### config.mk
export PLATFORM = sky130hd
export DESIGN_NAME = alu_arbiter_flat
export DESIGN_NICKNAME = d
export VERILOG_FILES = /design/src/rtl/alu_arbiter_if.sv /design/src/rtl/alu_arbiter.sv /design/src/flat_wrapper.sv
export SDC_FILE = /design/constraint.sdc
export NUM_CORES = 1
export LEC_CHECK = 0
export ABC_AREA = 1
export CORE_MARGIN = 3
export CORE_UTILIZATION = 41
export DETAILED_ROUTE_END_ITERATION = 6
export PLACE_DENSITY_LB_ADDON = 0.2
export SYNTH_ARGS = -nofsm -noshare
export SYNTH_HDL_FRONTEND = slang
export SYNTH_SLANG_ARGS = --single-unit
### constraint.sdc
create_clock -name clk -period 3.9 [get_ports clk]
set_input_delay 0.78 -clock clk [delete_from_list [all_inputs] [get_ports clk]]
set_output_delay 0.78 -clock clk [all_outputs]
set_load 0.02 [all_outputs]
### src/rtl/alu_arbiter_if.sv
// alu_arbiter_if: bundles the two request channels, the ALU-side operand and
// result wires, and the response channel of alu_arbiter.
//   slave  modport - the arbiter's view (takes requests, drives the ALU inputs
//                    and the response)
//   master modport - the environment's view (issuers, ALU instance, consumer)
// Signals:
//   reqN_valid/ready/a/b/op  request channel of requester N (N = 0, 1)
//   alu_a/alu_b/alu_op       registered operands and opcode to the ALU
//   alu_y/alu_zi             ALU result and zero flag
//   rsp_valid/ready/id/y/z   response channel
interface alu_arbiter_if #(
    parameter int width = 16
);
    logic             req0_valid;
    logic             req0_ready;
    logic [width-1:0] req0_a;
    logic [width-1:0] req0_b;
    logic [3:0]       req0_op;

    logic             req1_valid;
    logic             req1_ready;
    logic [width-1:0] req1_a;
    logic [width-1:0] req1_b;
    logic [3:0]       req1_op;

    logic [width-1:0] alu_a;
    logic [width-1:0] alu_b;
    logic [3:0]       alu_op;
    logic [width-1:0] alu_y;
    logic             alu_zi;

    logic             rsp_valid;
    logic             rsp_ready;
    logic             rsp_id;
    logic [width-1:0] rsp_y;
    logic             rsp_z;

    modport slave (
        input  req0_valid, req0_a, req0_b, req0_op,
        input  req1_valid, req1_a, req1_b, req1_op,
        output req0_ready, req1_ready,
        output alu_a, alu_b, alu_op,
        input  alu_y, alu_zi,
        output rsp_valid, rsp_id, rsp_y, rsp_z,
        input  rsp_ready
    );

    modport master (
        output req0_valid, req0_a, req0_b, req0_op,
        output req1_valid, req1_a, req1_b, req1_op,
        input  req0_ready, req1_ready,
        input  alu_a, alu_b, alu_op,
        output alu_y, alu_zi,
        input  rsp_valid, rsp_id, rsp_y, rsp_z,
        output rsp_ready
    );
endinterface

### src/rtl/alu_arbiter.sv
// alu_arbiter: two-requester round-robin arbiter and sequencer for a shared
// 16-bit combinational ALU that lives outside this block. One operation is in
// flight at a time: IDLE accepts, EXEC waits one cycle for the ALU while its
// inputs are registered, RESP holds the captured result until the consumer
// takes it.
// Ports:
//   clk   rising-edge clock
//   rst   synchronous active-high reset
//   bus   alu_arbiter_if.slave (request channels, ALU wires, response channel)
//   busy  high whenever the sequencer is not in IDLE
module alu_arbiter #(
    parameter int width = 16
) (
    input  logic          clk,
    input  logic          rst,
    alu_arbiter_if.slave  bus,
    output logic          busy
);

    typedef enum logic [1:0] {
        ST_IDLE = 2'b00,
        ST_EXEC = 2'b01,
        ST_RESP = 2'b10
    } state_t;

    state_t           state_q, state_d;
    logic             prio_q, prio_d;
    logic [width-1:0] alu_a_q, alu_a_d;
    logic [width-1:0] alu_b_q, alu_b_d;
    logic [3:0]       alu_op_q, alu_op_d;
    logic             rsp_id_q, rsp_id_d;
    logic [width-1:0] rsp_y_q, rsp_y_d;
    logic             rsp_z_q, rsp_z_d;
    logic             rsp_valid_q, rsp_valid_d;
    logic             busy_q, busy_d;

    logic grant_s;
    logic ready0_s;
    logic ready1_s;
    logic fire0_s;
    logic fire1_s;

    // Grant: a lone requester wins; under contention prio names the winner.
    always_comb begin
        grant_s = 1'b0;
        if (bus.req0_valid && bus.req1_valid) begin
            grant_s = prio_q;
        end else if (bus.req1_valid) begin
            grant_s = 1'b1;
        end else begin
            grant_s = 1'b0;
        end
    end

    // Readies are only offered in IDLE and are held low while reset is applied.
    always_comb begin
        ready0_s = (state_q == ST_IDLE) && !rst && (grant_s == 1'b0);
        ready1_s = (state_q == ST_IDLE) && !rst && (grant_s == 1'b1);
        fire0_s  = bus.req0_valid && ready0_s;
        fire1_s  = bus.req1_valid && ready1_s;
    end

    // Next-state and datapath update for the IDLE/EXEC/RESP sequencer.
    always_comb begin
        state_d  = state_q;
        prio_d   = prio_q;
        alu_a_d  = alu_a_q;
        alu_b_d  = alu_b_q;
        alu_op_d = alu_op_q;
        rsp_id_d = rsp_id_q;
        rsp_y_d  = rsp_y_q;
        rsp_z_d  = rsp_z_q;

        case (state_q)
            ST_IDLE: begin
                if (fire0_s) begin
                    alu_a_d  = bus.req0_a;
                    alu_b_d  = bus.req0_b;
                    alu_op_d = bus.req0_op;
                    rsp_id_d = 1'b0;
                    state_d  = ST_EXEC;
                end else if (fire1_s) begin
                    alu_a_d  = bus.req1_a;
                    alu_b_d  = bus.req1_b;
                    alu_op_d = bus.req1_op;
                    rsp_id_d = 1'b1;
                    state_d  = ST_EXEC;
                end else begin
                    state_d  = ST_IDLE;
                end
            end
            ST_EXEC: begin
                // ALU inputs have been stable for this whole cycle.
                rsp_y_d = bus.alu_y;
                rsp_z_d = bus.alu_zi;
                state_d = ST_RESP;
            end
            ST_RESP: begin
                if (bus.rsp_ready) begin
                    // Hand the next contended grant to the other side.
                    prio_d  = ~rsp_id_q;
                    state_d = ST_IDLE;
                end else begin
                    state_d = ST_RESP;
                end
            end
            default: begin
                state_d = ST_IDLE;
            end
        endcase

        // Status flags are registered from the next state so they line up
        // exactly with the state they describe.
        rsp_valid_d = (state_d == ST_RESP);
        busy_d      = (state_d != ST_IDLE);
    end

    // State and datapath registers with synchronous reset.
    always_ff @(posedge clk) begin
        if (rst) begin
            state_q     <= ST_IDLE;
            prio_q      <= 1'b0;
            alu_a_q     <= {width{1'b0}};
            alu_b_q     <= {width{1'b0}};
            alu_op_q    <= 4'b0000;
            rsp_id_q    <= 1'b0;
            rsp_y_q     <= {width{1'b0}};
            rsp_z_q     <= 1'b0;
            rsp_valid_q <= 1'b0;
            busy_q      <= 1'b0;
        end else begin
            state_q     <= state_d;
            prio_q      <= prio_d;
            alu_a_q     <= alu_a_d;
            alu_b_q     <= alu_b_d;
            alu_op_q    <= alu_op_d;
            rsp_id_q    <= rsp_id_d;
            rsp_y_q     <= rsp_y_d;
            rsp_z_q     <= rsp_z_d;
            rsp_valid_q <= rsp_valid_d;
            busy_q      <= busy_d;
        end
    end

    assign bus.req0_ready = ready0_s;
    assign bus.req1_ready = ready1_s;
    assign bus.alu_a      = alu_a_q;
    assign bus.alu_b      = alu_b_q;
    assign bus.alu_op     = alu_op_q;
    assign bus.rsp_valid  = rsp_valid_q;
    assign bus.rsp_id     = rsp_id_q;
    assign bus.rsp_y      = rsp_y_q;
    assign bus.rsp_z      = rsp_z_q;
    assign busy           = busy_q;

endmodule

### src/flat_wrapper.sv
// flat-port wrapper written by rule: the top's interface ports become plain ports
module alu_arbiter_flat 
#(
    parameter int width = 16
)
  (clk, rst, busy, bus_req0_valid, bus_req0_a, bus_req0_b, bus_req0_op, bus_req1_valid, bus_req1_a, bus_req1_b, bus_req1_op, bus_req0_ready, bus_req1_ready, bus_alu_a, bus_alu_b, bus_alu_op, bus_alu_y, bus_alu_zi, bus_rsp_valid, bus_rsp_id, bus_rsp_y, bus_rsp_z, bus_rsp_ready);
  alu_arbiter_if #(.width(width)) bus_i ();
  input  logic clk;
  input  logic rst;
  output logic busy;
  input wire logic [$bits(bus_i.req0_valid)-1:0] bus_req0_valid;
  input wire logic [$bits(bus_i.req0_a)-1:0] bus_req0_a;
  input wire logic [$bits(bus_i.req0_b)-1:0] bus_req0_b;
  input wire logic [$bits(bus_i.req0_op)-1:0] bus_req0_op;
  input wire logic [$bits(bus_i.req1_valid)-1:0] bus_req1_valid;
  input wire logic [$bits(bus_i.req1_a)-1:0] bus_req1_a;
  input wire logic [$bits(bus_i.req1_b)-1:0] bus_req1_b;
  input wire logic [$bits(bus_i.req1_op)-1:0] bus_req1_op;
  output wire logic [$bits(bus_i.req0_ready)-1:0] bus_req0_ready;
  output wire logic [$bits(bus_i.req1_ready)-1:0] bus_req1_ready;
  output wire logic [$bits(bus_i.alu_a)-1:0] bus_alu_a;
  output wire logic [$bits(bus_i.alu_b)-1:0] bus_alu_b;
  output wire logic [$bits(bus_i.alu_op)-1:0] bus_alu_op;
  input wire logic [$bits(bus_i.alu_y)-1:0] bus_alu_y;
  input wire logic [$bits(bus_i.alu_zi)-1:0] bus_alu_zi;
  output wire logic [$bits(bus_i.rsp_valid)-1:0] bus_rsp_valid;
  output wire logic [$bits(bus_i.rsp_id)-1:0] bus_rsp_id;
  output wire logic [$bits(bus_i.rsp_y)-1:0] bus_rsp_y;
  output wire logic [$bits(bus_i.rsp_z)-1:0] bus_rsp_z;
  input wire logic [$bits(bus_i.rsp_ready)-1:0] bus_rsp_ready;
  assign bus_i.req0_valid = bus_req0_valid;
  assign bus_i.req0_a = bus_req0_a;
  assign bus_i.req0_b = bus_req0_b;
  assign bus_i.req0_op = bus_req0_op;
  assign bus_i.req1_valid = bus_req1_valid;
  assign bus_i.req1_a = bus_req1_a;
  assign bus_i.req1_b = bus_req1_b;
  assign bus_i.req1_op = bus_req1_op;
  assign bus_req0_ready = bus_i.req0_ready;
  assign bus_req1_ready = bus_i.req1_ready;
  assign bus_alu_a = bus_i.alu_a;
  assign bus_alu_b = bus_i.alu_b;
  assign bus_alu_op = bus_i.alu_op;
  assign bus_i.alu_y = bus_alu_y;
  assign bus_i.alu_zi = bus_alu_zi;
  assign bus_rsp_valid = bus_i.rsp_valid;
  assign bus_rsp_id = bus_i.rsp_id;
  assign bus_rsp_y = bus_i.rsp_y;
  assign bus_rsp_z = bus_i.rsp_z;
  assign bus_i.rsp_ready = bus_rsp_ready;
  alu_arbiter #(.width(width)) u_core (.clk(clk), .rst(rst), .bus(bus_i), .busy(busy));
endmodule
==> metrics.cfg, run 1 <==
[outcome]
status=complete, no violations

[power_and_ir_drop]
combPwrFrac=0.281
p_leak_nw=1.93
p_clk_frac=0.333
irDropWorstVdd_v=0.000278
sequentialPowerShare=0.385
power.switching_mw=0.530
swShare=0.284
p_int_mw=1.34
power_density_mw_per_mm2=425

[clock_network]
tritoncts=done
numCtsBuffers=9
cts_max_level=3
clkSlewWorstSetupHoldPaths_ns=0.06
ctsResizeCount=0
clockBufferDepth=2
root_buffer=clkbuf_8
cts_hold_buf=0
cts_setup_buffers=0
clk_latency_ns=0.32
clock-sinks=59

[worst_setup_path]
worst-setup-path-type=in2out
cp.arrival_ns=2.44
critPathMaxFanout=13
startpoint_type=input port
reg2reg_from=u_core.state_q[1]
cp.required_ns=3.12
reg2reg_to=u_core.bus.rsp_y[14]
reg2reg_depth=5
r2r_setup_slack_ns=2.15
cp-end-kind=output port

[global_routing]
grt_max_degree=56
antenna_found_initial=0
grt_use_total=0.219
grt_pass1_wl_mm=12.9
grt_overflow=0
grt_pass1_vias=2744

[finish]
synthToLayoutAreaGrowth_pct=67.4
fillers=490
antennaDiodeCount=0
stdcell_area_mm2=0.00439
drive_gt1_frac=0.0531
nNetsFinal=616
final_core_util=0.725

[logic_synthesis]
syn-num-nets=473
synth_cell_types=21
ys_warn_count=0
synth_seq_cells=59
syn_area_mm2=0.00263
synth_common_cells=79 x nand2_1, 59 x dfxtp_1, 42 x inv_1
avgSynthCellArea_um2=6.93
syn-instance-count=379
synth_top_cell_by_area=dfxtp_1
synth_top_area_share=0.450
ys_async_sr_fraction=0
synth.most_common_cell=nand2_1
synth.area.top_cells=dfxtp_1 45%, nand2_1 11%, o21ai_0 6.9%
ys.flop_type=dfxtp_1
yosysSeqAreaShare=0.450
synth_edf_count=0

[min_path]
holdCritPathClass=reg2reg
hold_end=u_core.bus.alu_a[1]
holdCritStartpoint=u_core.bus.alu_a[1]
min_path_cells=2

[floorplanning]
dieArea_mm2=0.00740
chipWidth_um=86.0
core_area_mm2=0.00606
die_y_um=86.0
initial_utilization=0.433
fp-row-count=28
ioPinCount=152

[drt]
drtIter0Drc=118
first_pass_iters=4
ant_nets=0
wl_per_cell_um=13.4
vias_per_cell=4.80
drt-total-wl_mm=8.04
vias=2889
drc=0

[timing]
max-slew-margin-rel=0.412
finalHoldViolCount=0
rsz0062_at_grt=no
max_freq_mhz=311
min_period_over_period=0.825
worst_slew_pin_slew_ns=0.881
fin_tns_setup_ns=0
drv_slew=0
fin_worst_skew_ns=0.00450
finalSetupViolations=0
finalCriticalPeriod_ns=3.22

[place]
dp_hpwl_mm=5.75
gp_congestion=0.865
postPlaceCellArea_mm2=0.00417
port_buffers=151

[run]
maxCapViolations=0

## cell type report
class	instances	area, um^2	area share
flip-flops and latches	59	1180	0.269
well taps	75	93.8	0.0214
clock inverters	5	75.1	0.0171
clock buffers	11	151	0.0345
repair buffers	156	1550	0.353
inverters	45	169	0.0384
multi-input cells	251	1170	0.267
## placed cells by master, fill, tap and decap left out, types with 2 or more instances in the layout
cell type and n:
clkinv_2 3, a21oi_1 11, o21ai_0 36, bufinv_16 2, inv_1 42, dfxtp_1 59
clkdlybuf4s50_1 151, nand3_1 28, buf_4 5, nand4_1 10, clkbuf_8 11, nor2_1 36
inv_2 2, nand2_1 79, or2_2 2, o21ai_1 20, or2_0 24
## registers in the layout, indices dropped and copies added, names as in the netlist
register and cells:
u_core.bus.alu_op 4, u_core.busy 1, u_core.bus.alu_a 16, u_core.bus.rsp_id 1, u_core.bus.rsp_valid 1, u_core.bus.rsp_y 16, u_core.bus.rsp_z 1, u_core.bus.alu_b 16
u_core.prio_q 1, u_core.state_q 2
## logic make-up after synthesis
logic type             count (synthesis)  synth area share
buffers and inverters                 69             0.102
AND/OR/NAND/NOR                      182             0.314
AO/OA/AOI/OAI                         69             0.134
flip-flops                            59             0.450
## per-stage QoR
step / worst slack, ns / power (mW) / hold slack [ns] / std cells
after global routing: 0.603 / 1.97 / 0.492 / 602
after floorplan: 1.76 / 0.975 / 0.449 / 379
after detailed placement: 0.695 / 1.26 / 0.463 / 586
after global placement: 0.718 / 1.24 / 0.459 / 586
final: 0.683 / 1.87 / 0.469 / 602
after CTS: 0.681 / 1.89 / 0.475 / 602
## critical path, stage by stage
cell and delay, ns:
clkdlybuf4s50_1 0.53, nor2_4 0.32, nand2_1 0.13, inv_1 0.07
clkdlybuf4s50_1 0.59
## how the worst max path moves through the flow
stage,startpoint,end,slack [ns],cells after the start
floorplan,bus_req1_valid,bus_req0_ready,1.76,2
global route,rst,bus_req1_ready,0.60,5
global placement,rst,bus_req1_ready,0.72,5
detailed placement,rst,bus_req1_ready,0.69,5
CTS,rst,bus_req1_ready,0.68,5
finish,rst,bus_req1_ready,0.68,5
## power by group through the flow
stage               sequential [mW]  combinational (mW)  clock, mW
floorplan                     0.822               0.153          0
global placement              0.728               0.517          0
detailed placement            0.732               0.526          0
CTS                           0.720               0.531      0.638
global route                  0.729               0.570      0.667
finish                        0.720               0.525      0.622
## per-layer routing
metal,track usage,vias up,share of wire
met3,0.0682,14,0.091
met5,0,-,0
met1,0.261,1274,0.40
met2,0.368,114,0.49
li1,-,1487,-
met4,0.0835,0,0.020
No activity file was read; power rests on OpenSTA's default activity.
==> run 2, diff against run 1 <==
Settings changed: CORE_UTILIZATION 41 to 34.
Clock period 3.9 ns to 2.7 ns, I/O delays scaled along.
==> metrics.cfg, run 2 (same netlist as run 1, synthesis figures left out) <==
[worst_setup_path]
cp.required_ns=2.16  ; -0.96 ns
reg2reg_from=u_core.state_q[1]
cp-end-kind=output port
setup.worst_path.start=bus_req1_valid
critPathMaxFanout=2  ; -11
startpoint_type=input port
worst-setup-path-type=in2out
cp.arrival_ns=2.04  ; -0.40 ns

[global_routing]
antenna_found_initial=0  ; unchanged
grt_use_total=0.186  ; -0.0335
grt_pass1_vias=2767  ; +0.84%
grt_max_degree=39  ; -30%
grt_pass1_wl_mm=12.9  ; -0.21%
grt_overflow=0  ; unchanged

[finish]
nNetsFinal=624  ; +1.3%
synthToLayoutAreaGrowth_pct=70.6
drive_gt1_frac=0.0636  ; +0.0104
layout_commonest_cell=clkdlybuf4s50_1
fillers=702  ; +43%
final_cell_count_no_fill=634  ; +5.3%
layout_common_cells=151 x clkdlybuf4s50_1, 79 x nand2_1, 59 x dfxtp_1
antennaDiodeCount=0  ; unchanged

[floorplanning]
chipWidth_um=93.9  ; +9.1%
core_area_mm2=0.00737  ; +22%
ioPinCount=152  ; unchanged
dieArea_mm2=0.00881  ; +19%
initial_utilization=0.356  ; -0.0769
fp-row-count=31  ; +11%
die_y_um=93.9  ; +9.1%

[run]
maxCapViolations=0  ; unchanged

[power_and_ir_drop]
irDropWorstVdd_v=0.000282  ; +1.4%
combPwrFrac=0.289  ; +0.008
swShare=0.288  ; +0.00415
p_leak_nw=1.96  ; +1.4%
sequentialPowerShare=0.390  ; +0.005
power_density_mw_per_mm2=595  ; +40%
p_int_mw=1.90  ; +42%
power.switching_mw=0.768  ; +45%
p_clk_frac=0.321  ; -0.012

[timing]
fin_worst_skew_ns=0.00543  ; +0.000929 ns
fin_tns_setup_ns=0  ; unchanged
drv_slew=0  ; unchanged
worst_slew_pin_slew_ns=0.703  ; -0.178 ns
max_freq_mhz=388
finalSetupViolations=0  ; unchanged
worst_slack_ns=0.123  ; -0.560 ns
max-slew-margin-rel=0.531  ; +0.119
finalHoldViolCount=0  ; unchanged
finalCriticalPeriod_ns=2.58
rsz0062_at_grt=no
min_period_over_period=0.955

[clock_network]
tritoncts=done
ctsResizeCount=0  ; unchanged
clkSlewWorstSetupHoldPaths_ns=0.06  ; about the same
clock-sinks=59  ; unchanged
numCtsBuffers=9  ; unchanged
cts_max_level=3  ; unchanged
clockBufferDepth=2  ; unchanged
root_buffer=clkbuf_8
clk_latency_ns=0.32  ; about the same
cts_hold_buf=0  ; unchanged
cts_setup_buffers=0  ; unchanged

[place]
port_buffers=151  ; unchanged
dp_hpwl_mm=6.04  ; +5.1%
dp_slack_ns=0.132  ; -0.563 ns
dpl.cell_count=618  ; +5.5%
gp_congestion=0.805  ; -6.9%

[drt]
drt-total-wl_mm=8.05  ; about the same
drtIter0Drc=73  ; -38%
drc=0  ; unchanged
ant_nets=0  ; unchanged
first_pass_iters=4  ; unchanged
vias=2891  ; +0.069%
wl_per_cell_um=12.7  ; -5.0%
vias_per_cell=4.56  ; -5.0%

[outcome]
status=complete, no violations

[min_path]
holdCritStartpoint=u_core.bus.alu_a[10]
holdCritPathClass=reg2reg

==> run 2: area by class of cell <==
class                      count  area [um^2]  area share
timing repair buffer         164         1620       0.362
sequential                    59         1180       0.264
clock inverter                 5         77.6      0.0173
inverter                      45          169      0.0377
tap                           99          124      0.0277
multi-input combinational    251         1170       0.262
clock buffer                  11          131      0.0293
==> run 2: routing by layer <==
metal | vias up | part of all wire | global-route usage
met5 | - | 0 | 0
met3 | 13 | 0.083 | 0.0689
li1 | 1500 | - | -
met1 | 1268 | 0.41 | 0.206
met4 | 0 | 0.021 | 0.0734
met2 | 110 | 0.48 | 0.319
==> run 2: final timing paths <==
kind              depth (start not counted)                    to  slack (ns)
setup reg to reg                          9  u_core.bus.alu_a[11]        1.06
hold / removal                            2  u_core.bus.alu_a[10]        0.47
setup / recovery                          5        bus_req1_ready        0.12
hold reg to reg                           2  u_core.bus.alu_a[10]        0.47
==> run 2: through the flow <==
stage | utilization | total power [mW] | instance area, um^2 | hold slack [ns]
2_1_floorplan | - | 1.41 | 2630 | 0.449
3_3_place_gp | 0.579 | 1.82 | 4270 | 0.456
3_5_place_dp | 0.579 | 1.83 | 4270 | 0.460
4_1_cts | 0.608 | 2.70 | 4480 | 0.473
5_1_grt | 0.608 | 2.82 | 4480 | 0.485
6_report | 0.608 | 2.66 | 4480 | 0.468
==> run 2: power by group through the flow <==
stage / Clock, mW / Combinational, mW / Sequential, mW
after floorplan: 0 / 0.221 / 1.19
after global placement: 0 / 0.767 / 1.05
after detailed placement: 0 / 0.776 / 1.06
after CTS: 0.879 / 0.780 / 1.04
after global routing: 0.926 / 0.840 / 1.05
final: 0.854 / 0.771 / 1.04
==> run 2: critical path, cell delays in order <==
cell             delay (ns)
clkdlybuf4s50_1        0.47
a21boi_1               0.20
nand2_1                0.10
inv_1                  0.07
clkdlybuf4s50_1        0.64
